## src/rtl/matrix_feed_ctrl_if.sv

```systemverilog
// Bus bundle for matrix_feed_ctrl: host byte stream, 4x4 memory port and skewed feed outputs.
// master = host/memory side, slave = controller side.
interface matrix_feed_ctrl_if;
  logic        start;
  logic        in_valid;
  logic [7:0]  in_data;
  logic        in_ready;
  logic        mem_we;
  logic [3:0]  mem_addr;
  logic [7:0]  mem_data;
  logic [31:0] mem_row;
  logic [31:0] feed_data;
  logic [3:0]  feed_lane_valid;
  logic        feed_valid;
  logic        busy;
  logic        done;

  modport master (
    output start, in_valid, in_data, mem_row,
    input  in_ready, mem_we, mem_addr, mem_data,
    input  feed_data, feed_lane_valid, feed_valid, busy, done
  );

  modport slave (
    input  start, in_valid, in_data, mem_row,
    output in_ready, mem_we, mem_addr, mem_data,
    output feed_data, feed_lane_valid, feed_valid, busy, done
  );
endinterface

```

## src/rtl/matrix_feed_ctrl.sv

```systemverilog
// Loads 16 host bytes into a 4x4 memory, then streams its rows to an array with optional per-lane skew.
// Macro FEED_SKEW_EN: when defined, lane i of each row is delayed i extra cycles.
module matrix_feed_ctrl #(
  parameter int FEED_GAP = 0
) (
  input logic               clk,
  input logic               reset,
  matrix_feed_ctrl_if.slave bus
);

  typedef enum logic [2:0] {IDLE, LOAD, FEED, FLUSH, DONE} state_e;

  localparam logic [3:0] GAP = 4'(FEED_GAP);

  state_e      state_q;
  logic [3:0]  cnt_q;
  logic [1:0]  row_q;
  logic [3:0]  gap_q;
  logic        in_ready_q;
  logic        mem_we_q;
  logic [3:0]  mem_addr_q;
  logic [7:0]  mem_data_q;
  logic [31:0] feed_data_q;
  logic [3:0]  lane_valid_q;
  logic        busy_q;
  logic        done_q;

  logic accept_d;
  logic row_cap_d;
  logic pipe_empty_d;

  assign accept_d  = in_ready_q & bus.in_valid;
  assign row_cap_d = (state_q == FEED) && (gap_q == '0);

`ifdef FEED_SKEW_EN
  // Triangular delay line: each stage keeps only the lanes still waiting.
  logic [23:0] s1_q;
  logic [15:0] s2_q;
  logic [7:0]  s3_q;
  logic [2:0]  sv_q;

  assign pipe_empty_d = (sv_q == '0);

  always_ff @(posedge clk) begin
    if (reset) begin
      s1_q         <= '0;
      s2_q         <= '0;
      s3_q         <= '0;
      sv_q         <= '0;
      feed_data_q  <= '0;
      lane_valid_q <= '0;
    end else begin
      feed_data_q[7:0]   <= row_cap_d ? bus.mem_row[7:0] : '0;
      lane_valid_q[0]    <= row_cap_d;
      s1_q               <= bus.mem_row[31:8];
      sv_q[0]            <= row_cap_d;
      feed_data_q[15:8]  <= sv_q[0] ? s1_q[7:0] : '0;
      lane_valid_q[1]    <= sv_q[0];
      s2_q               <= s1_q[23:8];
      sv_q[1]            <= sv_q[0];
      feed_data_q[23:16] <= sv_q[1] ? s2_q[7:0] : '0;
      lane_valid_q[2]    <= sv_q[1];
      s3_q               <= s2_q[15:8];
      sv_q[2]            <= sv_q[1];
      feed_data_q[31:24] <= sv_q[2] ? s3_q : '0;
      lane_valid_q[3]    <= sv_q[2];
    end
  end
`else
  assign pipe_empty_d = 1'b1;

  always_ff @(posedge clk) begin
    if (reset) begin
      feed_data_q  <= '0;
      lane_valid_q <= '0;
    end else begin
      feed_data_q  <= row_cap_d ? bus.mem_row : '0;
      lane_valid_q <= {4{row_cap_d}};
    end
  end
`endif

  always_ff @(posedge clk) begin
    if (reset) begin
      state_q    <= IDLE;
      cnt_q      <= '0;
      row_q      <= '0;
      gap_q      <= '0;
      in_ready_q <= 1'b0;
      mem_we_q   <= 1'b0;
      mem_addr_q <= '0;
      mem_data_q <= '0;
      busy_q     <= 1'b0;
      done_q     <= 1'b0;
    end else begin
      mem_we_q <= 1'b0;
      done_q   <= 1'b0;
      case (state_q)
        IDLE: begin
          if (bus.start) begin
            state_q    <= LOAD;
            in_ready_q <= 1'b1;
            cnt_q      <= '0;
            busy_q     <= 1'b1;
          end
        end
        LOAD: begin
          if (accept_d) begin
            mem_we_q   <= 1'b1;
            mem_addr_q <= cnt_q;
            mem_data_q <= bus.in_data;
            cnt_q      <= cnt_q + 4'd1;
            if (cnt_q == 4'hF) in_ready_q <= 1'b0;
          end
          // Leave only once the final write is on the bus, so F0 addresses row 0 of a full memory.
          if (mem_we_q && (mem_addr_q == 4'hF)) begin
            state_q    <= FEED;
            mem_addr_q <= '0;
            row_q      <= '0;
            gap_q      <= '0;
          end
        end
        FEED: begin
          if (gap_q == GAP) begin
            gap_q      <= '0;
            row_q      <= row_q + 2'd1;
            mem_addr_q <= {row_q + 2'd1, 2'b00};
          end else begin
            gap_q <= gap_q + 4'd1;
          end
          if (row_cap_d && (row_q == 2'd3)) begin
            state_q    <= FLUSH;
            mem_addr_q <= '0;
          end
        end
        FLUSH: begin
          if (pipe_empty_d) begin
            state_q <= DONE;
            done_q  <= 1'b1;
          end
        end
        DONE: begin
          state_q <= IDLE;
          busy_q  <= 1'b0;
        end
        default: state_q <= IDLE;
      endcase
    end
  end

  assign bus.in_ready        = in_ready_q;
  assign bus.mem_we          = mem_we_q;
  assign bus.mem_addr        = mem_addr_q;
  assign bus.mem_data        = mem_data_q;
  assign bus.feed_data       = feed_data_q;
  assign bus.feed_lane_valid = lane_valid_q;
  assign bus.feed_valid      = |lane_valid_q;
  assign bus.busy            = busy_q;
  assign bus.done            = done_q;

endmodule

```

## src/flat_wrapper.sv

```systemverilog
// flat-port wrapper written by rule: the top's interface ports become plain ports
module matrix_feed_ctrl_flat 
#(
  parameter int FEED_GAP = 0
)
  (clk, reset, bus_start, bus_in_valid, bus_in_data, bus_mem_row, bus_in_ready, bus_mem_we, bus_mem_addr, bus_mem_data, bus_feed_data, bus_feed_lane_valid, bus_feed_valid, bus_busy, bus_done);
  matrix_feed_ctrl_if bus_i ();
  input logic clk;
  input logic reset;
  input wire logic [$bits(bus_i.start)-1:0] bus_start;
  input wire logic [$bits(bus_i.in_valid)-1:0] bus_in_valid;
  input wire logic [$bits(bus_i.in_data)-1:0] bus_in_data;
  input wire logic [$bits(bus_i.mem_row)-1:0] bus_mem_row;
  output wire logic [$bits(bus_i.in_ready)-1:0] bus_in_ready;
  output wire logic [$bits(bus_i.mem_we)-1:0] bus_mem_we;
  output wire logic [$bits(bus_i.mem_addr)-1:0] bus_mem_addr;
  output wire logic [$bits(bus_i.mem_data)-1:0] bus_mem_data;
  output wire logic [$bits(bus_i.feed_data)-1:0] bus_feed_data;
  output wire logic [$bits(bus_i.feed_lane_valid)-1:0] bus_feed_lane_valid;
  output wire logic [$bits(bus_i.feed_valid)-1:0] bus_feed_valid;
  output wire logic [$bits(bus_i.busy)-1:0] bus_busy;
  output wire logic [$bits(bus_i.done)-1:0] bus_done;
  assign bus_i.start = bus_start;
  assign bus_i.in_valid = bus_in_valid;
  assign bus_i.in_data = bus_in_data;
  assign bus_i.mem_row = bus_mem_row;
  assign bus_in_ready = bus_i.in_ready;
  assign bus_mem_we = bus_i.mem_we;
  assign bus_mem_addr = bus_i.mem_addr;
  assign bus_mem_data = bus_i.mem_data;
  assign bus_feed_data = bus_i.feed_data;
  assign bus_feed_lane_valid = bus_i.feed_lane_valid;
  assign bus_feed_valid = bus_i.feed_valid;
  assign bus_busy = bus_i.busy;
  assign bus_done = bus_i.done;
  matrix_feed_ctrl #(.FEED_GAP(FEED_GAP)) u_core (.clk(clk), .reset(reset), .bus(bus_i));
endmodule
```

## config.mk

```make
export PLATFORM = sky130hd
export DESIGN_NAME = matrix_feed_ctrl_flat
export DESIGN_NICKNAME = d
export VERILOG_FILES = /design/src/rtl/matrix_feed_ctrl_if.sv /design/src/rtl/matrix_feed_ctrl.sv /design/src/flat_wrapper.sv
export SDC_FILE = /design/constraint.sdc
export NUM_CORES = 1
export LEC_CHECK = 0
export BUFFER_PORTS_ARGS = -buffer_cell sky130_fd_sc_hd__buf_2
export CORE_ASPECT_RATIO = 1.25
export CORE_MARGIN = 2
export CORE_UTILIZATION = 47
export DETAILED_ROUTE_END_ITERATION = 8
export PLACE_DENSITY_LB_ADDON = 0.2
export SKIP_CTS_REPAIR_TIMING = 1
export SYNTH_ARGS = -nofsm -noshare
export SYNTH_HDL_FRONTEND = slang
export SYNTH_SLANG_ARGS = --single-unit
```

## constraint.sdc

```tcl
create_clock -name clk -period 2.1 [get_ports clk]
set_input_delay 0.315 -clock clk [delete_from_list [all_inputs] [get_ports clk]]
set_output_delay 0.315 -clock clk [all_outputs]
set_load 0.1 [all_outputs]
```

After elaboration in Yosys (flattened, before gate mapping)
Index checks and enable logic that the tools add are counted.
Word-level totals
  register bits: 62
  bits of input ports: 44
Cells by class
  add/sub/neg operators: 3
  equal/unequal tests: 15
  mux-type cells: 25
  bitwise gates (word level): 3
  reductions and logical operators: 19
Operator list (count)
  $mux 4: 8
  $pmux 4 s2: 3
  $pmux 3 s4: 1
  $reduce_and 3->1: 4
  $mux 3: 3
  $add 4x1->4 const B: 2
  $eq 4x4->1 const B: 2
  $eq 3x2->1 const B: 2
  $ne 2x1->1 const B: 3
  $ne 2x2->1 const B: 3
  $reduce_and 2->1: 3
  $reduce_bool 2->1: 3
  $mux 1: 5
  $logic_not 4->1: 1
  $mux 2: 2
  $pmux 1 s2: 2
  $pmux 2 s2: 1
  $reduce_and 4->1: 1
  $reduce_or 2->1: 2
  $reduce_or 4->1: 1
  $eq 3x1->1 const B: 1
  $eq 3x3->1 const B: 1
  $logic_and 1x1->1: 3
  $logic_not 3->1: 1
  6 further kinds: 7

Logic depth before layout (Yosys ltp)
Gate-level depths: netlist of the first run.
  depth after elaboration: 5
  gate-level depth with buffers: 6

Worst setup path after synthesis of the first run
Ideal clock, no wire load.
  kind: reg2reg
  from: reg u_core.mem_addr_q[1], in the netlist u_core.bus.mem_addr[1]
  to: reg u_core.mem_addr_q[2], in the netlist u_core.bus.mem_addr[2]
  setup time: 91 ps
  arrival: 1876 ps
  slack: 133 ps
  stages on the path, launching flop included: 5
  cell sequence: dfxtp_1 and3_1 a311o_1 a21oi_1 a311oi_1
On the way
  longest elaborated chain between the ends: 4
  elaborated cells between the ends (all ways): 6
  those cells by class: eq/ne (2); mux (2); reduce/logical (2)
Ends and longest elaborated chain
  from (decl): RTL line matrix_feed_ctrl.sv:21  | logic [3:0] mem_addr_q;
  from (signal assigned): RTL line matrix_feed_ctrl.sv:110  | mem_addr_q <= cnt_q;
  from (signal assigned): RTL line matrix_feed_ctrl.sv:127  | mem_addr_q <= {row_q + 2'd1, 2'b00};
  $eq 4x4->1 (*): RTL line matrix_feed_ctrl.sv:116  | if (mem_we_q && (mem_addr_q == 4'hF)) begin
  $logic_and 1x1->1 (*): RTL line matrix_feed_ctrl.sv:116
  $ne 3x1->1 (no line) or $mux 4 (tied branches)
  $reduce_and 3->1 (no line) or $pmux 4 s2 (tied branches)
Every way passes the cells marked *; elsewhere a longest branch is shown, timed or not.
A chain may end at the register's enable or synchronous reset.

Final worst setup path of the first run
  from: reg u_core.gap_q[0]
  to: reg u_core.mem_addr_q[3], in the netlist u_core.bus.mem_addr[3]
On the way
  longest elaborated chain between the ends: 5
  elaborated cells between the ends (all ways): 7
  those cells by class: eq/ne (1); mux (2); reduce/logical (4)
Ends and longest elaborated chain
  from (decl): RTL line matrix_feed_ctrl.sv:18  | logic [3:0] gap_q;
  from (signal assigned): RTL line matrix_feed_ctrl.sv:129  | gap_q <= gap_q + 4'd1;
  $logic_not 4->1 (*): RTL line matrix_feed_ctrl.sv:33, matrix_feed_ctrl.sv:124
  $logic_and 1x1->1: RTL line matrix_feed_ctrl.sv:33  | assign row_cap_d = (state_q == FEED) && (gap_q == '0);
  $logic_and 1x1->1: RTL line matrix_feed_ctrl.sv:131  | if (row_cap_d && (row_q == 2'd3)) begin
  $ne 3x3->1 (no line) or $mux 4 (tied branches)
  $reduce_and 3->1 (no line) or $pmux 4 s2 (tied branches)
Marked as above.

==> run metrics, run 1 <==
Mean Syn Cell Area approximately 10 sq um; Worst-path clk slew 70 ps; CP max stage cell or3b_2; IO Count 97; Total GRT Usage about 18%; #FFs+latches synth between 60 and 70; Worst setup SP type flop; fin area roughly 2900 sq um; worst vdd ir 0.467 mV; global-route wire length before repair 7250 um; Final HPWL DP between 3000 and 4000 um; Worst Path Max Fanout 6; syn nets 273; Max Cap Violations 0; crit-path cells inv_1 > ha_1 > or3b_2 > a21oi_4 > a21oi_1 > a311oi_1; Worst EP arrival between 2000 and 2500 ps; Longest Clk Path Bufs 2; CP Capture Type flop; total wire length 4750 um; TritonCTS Sinks between 60 and 70; CP peak stage delay roughly 550 ps; kind of critical path flop to flop; area leader, netlist dfxtp_1; final setup fails 0; DRT antenna net count 0; DR vias between 1500 and 2000; Worst R2R Path Depth 6; hold path cells 2; synth top area cells dfxtp_1, and2_1, a21oi_1; Area after DPL between 2000 and 3000 sq um; vias per cell 4.91; commonest cells in the netlist dfxtp_1, and2_1, a21oi_1; post-DR wirelength/cell roughly 12 um; Core Region ~4700 sq um; DRT iter0 DRCs approximately 110; gpl congestion about 0.79; Final Max Slew Viols 0; most common cell in the netlist dfxtp_1; Setup WS post-layout ~270 ps; class of the worst hold path primary input to flop; Antenna diodes 0; NumNets Final 369; Clock Latency Late Sink roughly 330 ps; clk_skew about 7 ps; status complete, no violations; gr ovfl total 0; largest net degree at the start of global routing 34; Synth Instances approximately 230; P_leak between 1 and 1.5 nW; Die Wd approximately 66 um; IO Port Bufs 96; RSZ-0062 raised after global routing false; number of synthesized flops with an enable pin 0; WHS Endpoint u_core.bus.feed_data[25]; CTS tree yes; layout cells sized above 1 about 37%; sequential-to-total area share from yosys stat roughly 55%; initial antenna violation count 0; Initial Util between 40% and 50%; Area Growth Syn to Fin 29.5%; Worst-Margin Slew about 560 ps; Synth Cell Area roughly 2300 sq um; DRC violations left 0; Worst EP required approximately 2300 ps; R2R setup slack around 270 ps; HP Start bus_mem_row[25]; Final TNS setup 0 ps; first-pass iteration count of the detailed router 4; period utilisation layout 86.9%; Yosys top cell area share a little over half; fmax 548 MHz; Filler cells approximately 420; top_reg_cell synth dfxtp_1; Min Clock Period, post-route roughly 1800 ps; Setup WS pre-CTS about 270 ps; die height 81.5 um; total CTS buffers 9; Netlist cell types 39; vias in the first global route approximately 1700; Die ar. roughly 5400 sq um; Yosys Warn Count 0; row cnt 28; Synth async-reset ratio 0%; H-tree Lvls 3; CTS root buf clkbuf_8; Worst R2R Start u_core.gap_q[0]; worst rel slew slack between 60 and 70%; final hold vios 0; FF-to-FF End u_core.bus.mem_addr[3]; power density over the cells 784 nW/um^2
==> cell type report <==
type / instances / area, sq um / area share [%]
clock inverter: 3 / 17.5 / 0.599
sequential: 62 / 1240 / 42.4
inverter: 2 / 7.51 / 0.257
multi-input combinational: 145 / 896 / 30.6
clock buffer: 13 / 169 / 5.78
timing repair buffer: 101 / 518 / 17.7
tap: 60 / 75.1 / 2.57
==> layer usage <==
layer	GRT usage, %	vias up	part of all wire (%)
li1	-	955	-
met2	28.9	65	49
met4	9.80	0	0.80
met5	0	-	0
met3	7.40	4	7.0
met1	21.0	873	43
==> critical path, delay by kind of cell, from the launching register on <==
family	cells	cell delay, ps
and+or+nand+nor	1	550
adders and majority gates	1	180
buffers and inverters	1	60
AOI/OAI and AO/OA	3	590
DFF	1	340
==> how the worst max path moves through the flow <==
stage / start / endpoint / cells past startpoint / slack [ps]
after global placement: u_core.gap_q[0] / u_core.bus.mem_addr[2] / 6 / 340
after floorplan: u_core.bus.mem_addr[1] / u_core.bus.mem_addr[2] / 4 / 130
final: u_core.gap_q[0] / u_core.bus.mem_addr[3] / 6 / 270
after CTS: u_core.gap_q[0] / u_core.bus.mem_addr[3] / 6 / 250
after detailed placement: u_core.gap_q[0] / u_core.bus.mem_addr[3] / 6 / 270
after global routing: u_core.gap_q[0] / u_core.bus.mem_addr[3] / 6 / 170
==> sequential cells by signal, indices dropped and copies added, names as in the netlist <==
name / cells
u_core.bus.in_ready: 1
u_core.bus.feed_data: 32
u_core.row_q: 2
u_core.gap_q: 4
u_core.state_q: 3
u_core.bus.feed_lane_valid: 1
u_core.bus.busy: 1
u_core.bus.mem_we: 1
u_core.bus.mem_data: 8
u_core.bus.done: 1
u_core.bus.mem_addr: 4
u_core.cnt_q: 4
==> metrics by stage <==
| step | std cells | utilization [%] | hold slack (ps) | total power (W) |
|---|---|---|---|---|
| 2_1_floorplan | 225 | - | 437 | 0.00131 |
| 6_report | 386 | 62.3 | 182 | 0.00229 |
| 5_1_grt | 386 | 62.3 | 164 | 0.00239 |
| 4_1_cts | 386 | 62.3 | 165 | 0.00232 |
| 3_3_place_gp | 370 | 58.3 | 440 | 0.00137 |
| 3_5_place_dp | 370 | 58.3 | 445 | 0.00137 |
==> logic make-up after synthesis <==
family | synth area share (%)
AND/OR/NAND/NOR | 24.7
flip-flops | 55.0
AO/OA/AOI/OAI | 11.1
buffers and inverters | 5.32
adder cells (fa/ha/maj) | 2.22
XOR/XNOR | 1.16
multiplexers | 0.443
==> layout by cell type, fill, tap and decap left out, types with 3 or more instances in the layout <==
master and n:
nor2b_1 4, nor3_1 6, clkbuf_8 12, and3_1 3, and2_1 33, dfxtp_1 62
a21oi_1 19, nand2_1 14, buf_4 5, nand4_1 3, o21ai_0 5, buf_2 96
nand3_1 11, ha_1 4, a311oi_1 3, nor2_1 14
==> power by group <==
part | internal, W | total (W) | switching [W]
logic | 0.0000495 | 0.000150 | 0.000101
registers | 0.00119 | 0.00119 | 0.00000830
clock network | 0.000521 | 0.000947 | 0.000426
Note: power is estimated with default switching activity, not from simulation.
==> inputs of run 2 (changes only) <==
--- a/config.mk
+++ b/config.mk
@@ -11,7 +11,9 @@
 export CORE_UTILIZATION = 47
 export DETAILED_ROUTE_END_ITERATION = 8
 export PLACE_DENSITY_LB_ADDON = 0.2
+export SETUP_SLACK_MARGIN = 0.4
 export SKIP_CTS_REPAIR_TIMING = 1
+export SLEW_MARGIN = 0
 export SYNTH_ARGS = -nofsm -noshare
 export SYNTH_HDL_FRONTEND = slang
 export SYNTH_SLANG_ARGS = --single-unit
==> run metrics, run 2 (synthesis gave the netlist of run 1 again) <==
DRT iter0 DRCs 86 (was 114); initial antenna violation count 0 (unchanged); Final Max Slew Viols 0 (unchanged); Worst-path clk slew 60 ps (was 70 ps); period utilisation layout 76.9% (was 86.9%); Worst EP arrival 1830 ps (was 2060 ps); largest net degree at the start of global routing 34 (unchanged); Final TNS setup 0 ps (unchanged); CTS root buf clkbuf_8 (unchanged); status complete, no violations (unchanged); Antenna diodes 0 (unchanged); global-route wire length before repair 7850 um (was 7250 um); total CTS buffers 9 (unchanged); power share of the clock group 43.7% (was 41.3%); DRC violations left 0 (unchanged); TritonCTS Sinks 62 (unchanged); H-tree Lvls 3 (unchanged); Die Wd 66.0 um (unchanged); worst rel slew slack 66.8% (was 61.8%); Initial Util 48.1% (unchanged); Worst Path Max Fanout 6 (unchanged); Core Region 4690 sq um (unchanged); Hold WS 184 ps (was 182 ps); class of the worst hold path primary input to flop (unchanged); Max Cap Violations 0 (unchanged); CP Capture Type flop (unchanged); final hold vios 0 (unchanged); IO Port Bufs 96 (unchanged); Worst setup SP type flop (unchanged); Sw Ratio 22.7% (was 23.4%); fmax 620 MHz (was 548 MHz); Comb pwr share 6.0% (was 6.6%); layout cells sized above 1 42.1% (was 36.8%); Layout Utilization 63.9% (was 62.3%); vias in the first global route 1903 (was 1715); commonest non-fill, non-tap cell in the layout buf_2 (unchanged); P_leak 1.43 nW (was 1.40 nW); Longest Clk Path Bufs 2 (unchanged); power density over the cells 797 nW/um^2 (was 784 nW/um^2); Inst Count DP 370 (unchanged); final setup fails 0 (unchanged); P_sw 0.000542 W (was 0.000535 W); first-pass iteration count of the detailed router 4 (unchanged); Non-Filler Instances 388 (was 386); Worst-Margin Slew 501 ps (was 565 ps); number of flip-flops in the largest register 32 (unchanged); Min Clock Period, post-route 1610 ps (was 1830 ps); die height 81.5 um (unchanged); RSZ-0062 raised after global routing true (was false); CTS tree yes (unchanged); most frequent cells in the layout buf_2, dfxtp_1, and2_1 (unchanged); post-DR wirelength/cell 12.5 um (was 12.3 um); worst vdd ir 0.580 mV (was 0.467 mV); row cnt 28 (unchanged); kind of critical path flop to flop (unchanged); Reg power frac 50.3% (was 52.1%); total wire length 4850 um (was 4750 um); Cell Int Power 0.00185 W (was 0.00176 W); NumNets Final 371 (was 369); DR vias 1908 (was 1897); Clock Latency Late Sink 330 ps (about the same); Die ar. 5380 sq um (unchanged); IO Count 97 (unchanged); gr ovfl total 0 (unchanged); DRT antenna net count 0 (unchanged); Final HPWL DP 3510 um (was 3430 um); Total GRT Usage 19.3% (was 18.2%); vias per cell 4.92 (was 4.91); Area Growth Syn to Fin 32.8% (was 29.5%); Worst EP required 2320 ps (was 2330 ps); gpl congestion 0.796 (was 0.788); clk_skew 12.1 ps (was 6.96 ps)
[run 2: cell count changes in the layout (fill, tap and decap cells not counted), sizes merged]
cell / before / now
buf: 101 / 103
bufinv: 0 / 1
clkinv: 2 / 1
[run 2: layout make-up]
type	instances	area, sq um
flip-flops and latches	62	1250
clock inverters	3	42.5
fillers	426	1700
multi-input cells	145	922
well taps	60	75.1
repair buffers	103	537
inverters	2	7.51
clock buffers	13	159
[run 2: power groups by stage]
stage | registers, W | logic (W) | clock network (W)
5_1_grt | 0.00120 | 0.000156 | 0.00111
3_3_place_gp | 0.00123 | 0.000142 | 0
4_1_cts | 0.00120 | 0.000143 | 0.00107
2_1_floorplan | 0.00128 | 0.0000393 | 0
3_5_place_dp | 0.00123 | 0.000143 | 0
6_report | 0.00120 | 0.000143 | 0.00104
[run 2: through the flow]
stage	instance area, sq um	setup slack (ps)	power (W)
6_report	3000	486	0.00239
3_3_place_gp	2750	329	0.00137
3_5_place_dp	2750	324	0.00137
5_1_grt	3000	368	0.00247
2_1_floorplan	2270	436	0.00132
4_1_cts	2950	273	0.00241
[run 2: worst paths after layout]
check                           cells past startpoint  slack (ps)                   start                 endpoint
worst max-delay path                                6         490         u_core.gap_q[0]   u_core.bus.mem_addr[3]
worst max register to register                      6         490         u_core.gap_q[0]   u_core.bus.mem_addr[3]
worst min register to register                      2         450  u_core.bus.mem_data[0]   u_core.bus.mem_data[0]
worst min-delay path                                2         180          bus_mem_row[9]  u_core.bus.feed_data[9]
[run 2: worst max-delay path, cell delays in order (launching register included)]
cell and delay [ps]:
dfxtp_2 330, inv_1 60, ha_2 180, or3b_4 430, a21oi_4 230, a21oi_2 80, a311oi_1 210
[run 2: layer usage]
layer	up-vias	part of all wire, %	GRT usage (%)
met1	867	39	20.7
met2	76	51	32.7
li1	961	-	-
met5	-	0	0
met3	4	9.0	6.99
met4	0	0.99	11.0
==> inputs of run 3 (changes only) <==
--- a/config.mk
+++ b/config.mk
@@ -5,6 +5,7 @@
 export SDC_FILE = /design/constraint.sdc
 export NUM_CORES = 1
 export LEC_CHECK = 0
+export ABC_AREA = 1
 export BUFFER_PORTS_ARGS = -buffer_cell sky130_fd_sc_hd__buf_2
 export CORE_ASPECT_RATIO = 1.25
 export CORE_MARGIN = 2
==> constraint.sdc (replaced) <==
create_clock -name clk -period 1.6 [get_ports clk]
set_input_delay 0.24 -clock clk [delete_from_list [all_inputs] [get_ports clk]]
set_output_delay 0.24 -clock clk [all_outputs]
set_load 0.1 [all_outputs]
==> run metrics, run 3 <==
crit-path cells nor2_4 > nand2_4 > nor3_4 > inv_4 > clkbuf_16 > nor2_1 (was inv_1 > ha_2 > or3b_4 > a21oi_4 > a21oi_2 > a311oi_1); Worst Path Buf+Inv 2 (was 1); final hold vios 0 (unchanged); layout cells sized above 1 56.0% (was 42.1%); CTS tree yes (unchanged); gpl congestion 0.816 (was 0.796); Worst Path Max Fanout 8 (was 6); Setup WS post-layout 245 ps (was 486 ps); global-route wire length before repair 8140 um (was 7850 um); Area Growth Syn to Fin 68.3% (was 32.8%); IO Count 97 (unchanged); Synth Instances 298 (was 225); CP delay by family, top simple AND/OR/NAND/NOR gates (was compound AO/OA/AOI/OAI gates); synth top area cells dfxtp_1, nor2_1, inv_1 (was dfxtp_1, and2_1, a21oi_1); TritonCTS Sinks 62 (unchanged); top_reg_cell synth dfxtp_1 (unchanged); Die Wd 67.2 um (was 66.0 um); syn nets 346 (was 273); CP max stage cell dfxtp_4 (was or3b_4); fin area 3950 sq um (was 3000 sq um); largest net degree at the start of global routing 33 (was 34); Final TNS setup 0 ps (unchanged); status complete, no violations (unchanged); Worst-Margin Slew 370 ps (was 501 ps); class of the worst hold path primary input to flop (unchanged); Max Cap Violations 0 (unchanged); fmax 738 MHz (was 620 MHz); compound-gate portion of the synthesized area 6.93% (was 11.1%); area leader, netlist dfxtp_1 (unchanged); RSZ-0062 raised after global routing true (unchanged); row cnt 28 (unchanged); number of synthesized flops with an enable pin 0 (unchanged); Setup WS pre-CTS 237 ps (was 324 ps); period utilisation layout 84.7% (was 76.9%); gr ovfl total 0 (unchanged); Worst setup SP type flop (unchanged); first-pass iteration count of the detailed router 7 (was 4); CP peak stage delay 390 ps (was 430 ps); #FFs+latches synth 62 (unchanged); Longest Clk Path Bufs 2 (unchanged); largest family of logic cells by synthesized area simple AND/OR/NAND/NOR gates (unchanged); most frequent cells in the layout inv_1, buf_2, buf_6 (was buf_2, dfxtp_1, and2_1); IO Port Bufs 96 (unchanged); Worst-path clk slew 70 ps (was 60 ps); final setup fails 0 (unchanged); DR vias 2387 (was 1908); Adder-Cell Fraction of Synth Area 2.13% (was 2.22%); post-DR wirelength/cell 16.3 um (was 12.5 um); CP Capture Type flop (unchanged); kind of critical path flop to flop (unchanged); vias in the first global route 1945 (was 1903); total wire length 7740 um (was 4850 um); Final HPWL DP 3690 um (was 3510 um); DRT antenna net count 0 (unchanged); Synth Cell Area 2350 sq um (was 2260 sq um); commonest cells in the netlist dfxtp_1, nor2_1, inv_1 (was dfxtp_1, and2_1, a21oi_1); DRT iter0 DRCs 139 (was 86); clk_skew 10.0 ps (was 12.1 ps); Area after DPL 2920 sq um (was 2750 sq um); Yosys top cell area share 52.9% (was 55.0%); power density over the cells 880 nW/um^2 (was 797 nW/um^2); Yosys Warn Count 0 (unchanged); mux cell area share after synthesis 0% (was 0.443%); Filler cells 265 (was 426); DRC violations left 0 (unchanged); vias per cell 5.01 (was 4.92); Antenna diodes 0 (unchanged); worst vdd ir 0.682 mV (was 0.580 mV); H-tree Lvls 3 (unchanged); die height 83.0 um (was 81.5 um); fraction of the mapped netlist area in simple logic gates 25.5% (was 24.7%); number of flip-flops in the largest register 32 (unchanged); P_leak 1.88 nW (was 1.43 nW); commonest non-fill, non-tap cell in the layout inv_1 (was buf_2); Final Max Slew Viols 0 (unchanged); CTS root buf clkbuf_8 (unchanged); Worst EP required 1880 ps (was 2320 ps); worst rel slew slack 75.3% (was 66.8%); NumNets Final 459 (was 371); most common cell in the netlist dfxtp_1 (unchanged); initial antenna violation count 0 (unchanged); Worst EP arrival 1630 ps (was 1830 ps); Clock Latency Late Sink 340 ps (was 330 ps); Min Clock Period, post-route 1350 ps (was 1610 ps); Mean Syn Cell Area 7.87 sq um (was 10.0 sq um); Netlist cell types 23 (was 39); Synth Area in XOR/XNOR 0.373% (was 1.16%); Synth async-reset ratio 0% (unchanged); Layout Utilization 82.9% (was 63.9%); sequential-to-total area share from yosys stat 52.9% (was 55.0%); Total GRT Usage 19.0% (was 19.3%); Core Region 4760 sq um (was 4690 sq um); total CTS buffers 9 (unchanged); Initial Util 49.2% (was 48.1%); Die ar. 5580 sq um (was 5380 sq um)
run 3: changes by cell type after synthesis, sizes merged, moves of 5 or more:
cell	before	now
a21oi	20	15
and2	33	0
buf	12	7
nor2	14	72
inv	2	57
nand2	14	46
o21ai	5	12
run 3: path summary, 6_finish.rpt:
| path | from | endpoint | slack, ps | depth (start not counted) |
|---|---|---|---|---|
| min reg2reg | u_core.gap_q[3] | u_core.gap_q[3] | 470 | 2 |
| max reg2reg | u_core.state_q[0] | u_core.bus.feed_data[18] | 250 | 6 |
| min | bus_mem_row[16] | u_core.bus.feed_data[16] | 120 | 3 |
| max | u_core.state_q[0] | u_core.bus.feed_data[18] | 250 | 6 |
run 3: through the flow:
| stage | std cells | power (W) | hold WS (ps) |
|---|---|---|---|
| 2_1_floorplan | 298 | 0.00190 | 307 |
| 6_report | 476 | 0.00348 | 117 |
| 3_5_place_dp | 447 | 0.00200 | 457 |
| 5_1_grt | 476 | 0.00358 | 113 |
| 4_1_cts | 463 | 0.00331 | 99.0 |
| 3_3_place_gp | 447 | 0.00199 | 451 |
run 3: logic make-up after synthesis:
group / after synthesis
AOI/OAI and AO/OA: 31
adders and majority gates: 4
DFF: 62
and+or+nand+nor: 134
buffers and inverters: 66
xor gates and xnor gates: 1
run 3: tightest hold or removal path, cell delays in order:
cell and delay [ps]:
buf_2 90, inv_1 40, nor2_1 40
run 3: power by group:
group / total (W) / switching (W) / internal [W]
registers: 0.00160 / 0.0000342 / 0.00157
logic: 0.000501 / 0.000338 / 0.000163
clock network: 0.00137 / 0.000633 / 0.000741
total: 0.00348 / 0.00101 / 0.00247
run 3: cell type report:
| class | instances | area, sq um | share of cell area [%] |
|---|---|---|---|
| Tap cell | 60 | 75.1 | 1.90 |
| Sequential cell | 62 | 1300 | 32.8 |
| Multi-Input combinational cell | 171 | 1200 | 30.4 |
| Clock inverter | 2 | 12.5 | 0.317 |
| Timing Repair Buffer | 110 | 955 | 24.2 |
| Clock buffer | 14 | 184 | 4.66 |
| Inverter | 57 | 226 | 5.74 |
run 3: metal layers:
metal | wire length [um] | part of all wire, % | global-route usage [%]
met1 | 2750 | 35 | 21.1
met2 | 4210 | 54 | 31.1
met3 | 578 | 7.5 | 8.40
met4 | 212 | 2.7 | 7.61
met5 | 0 | 0 | 0
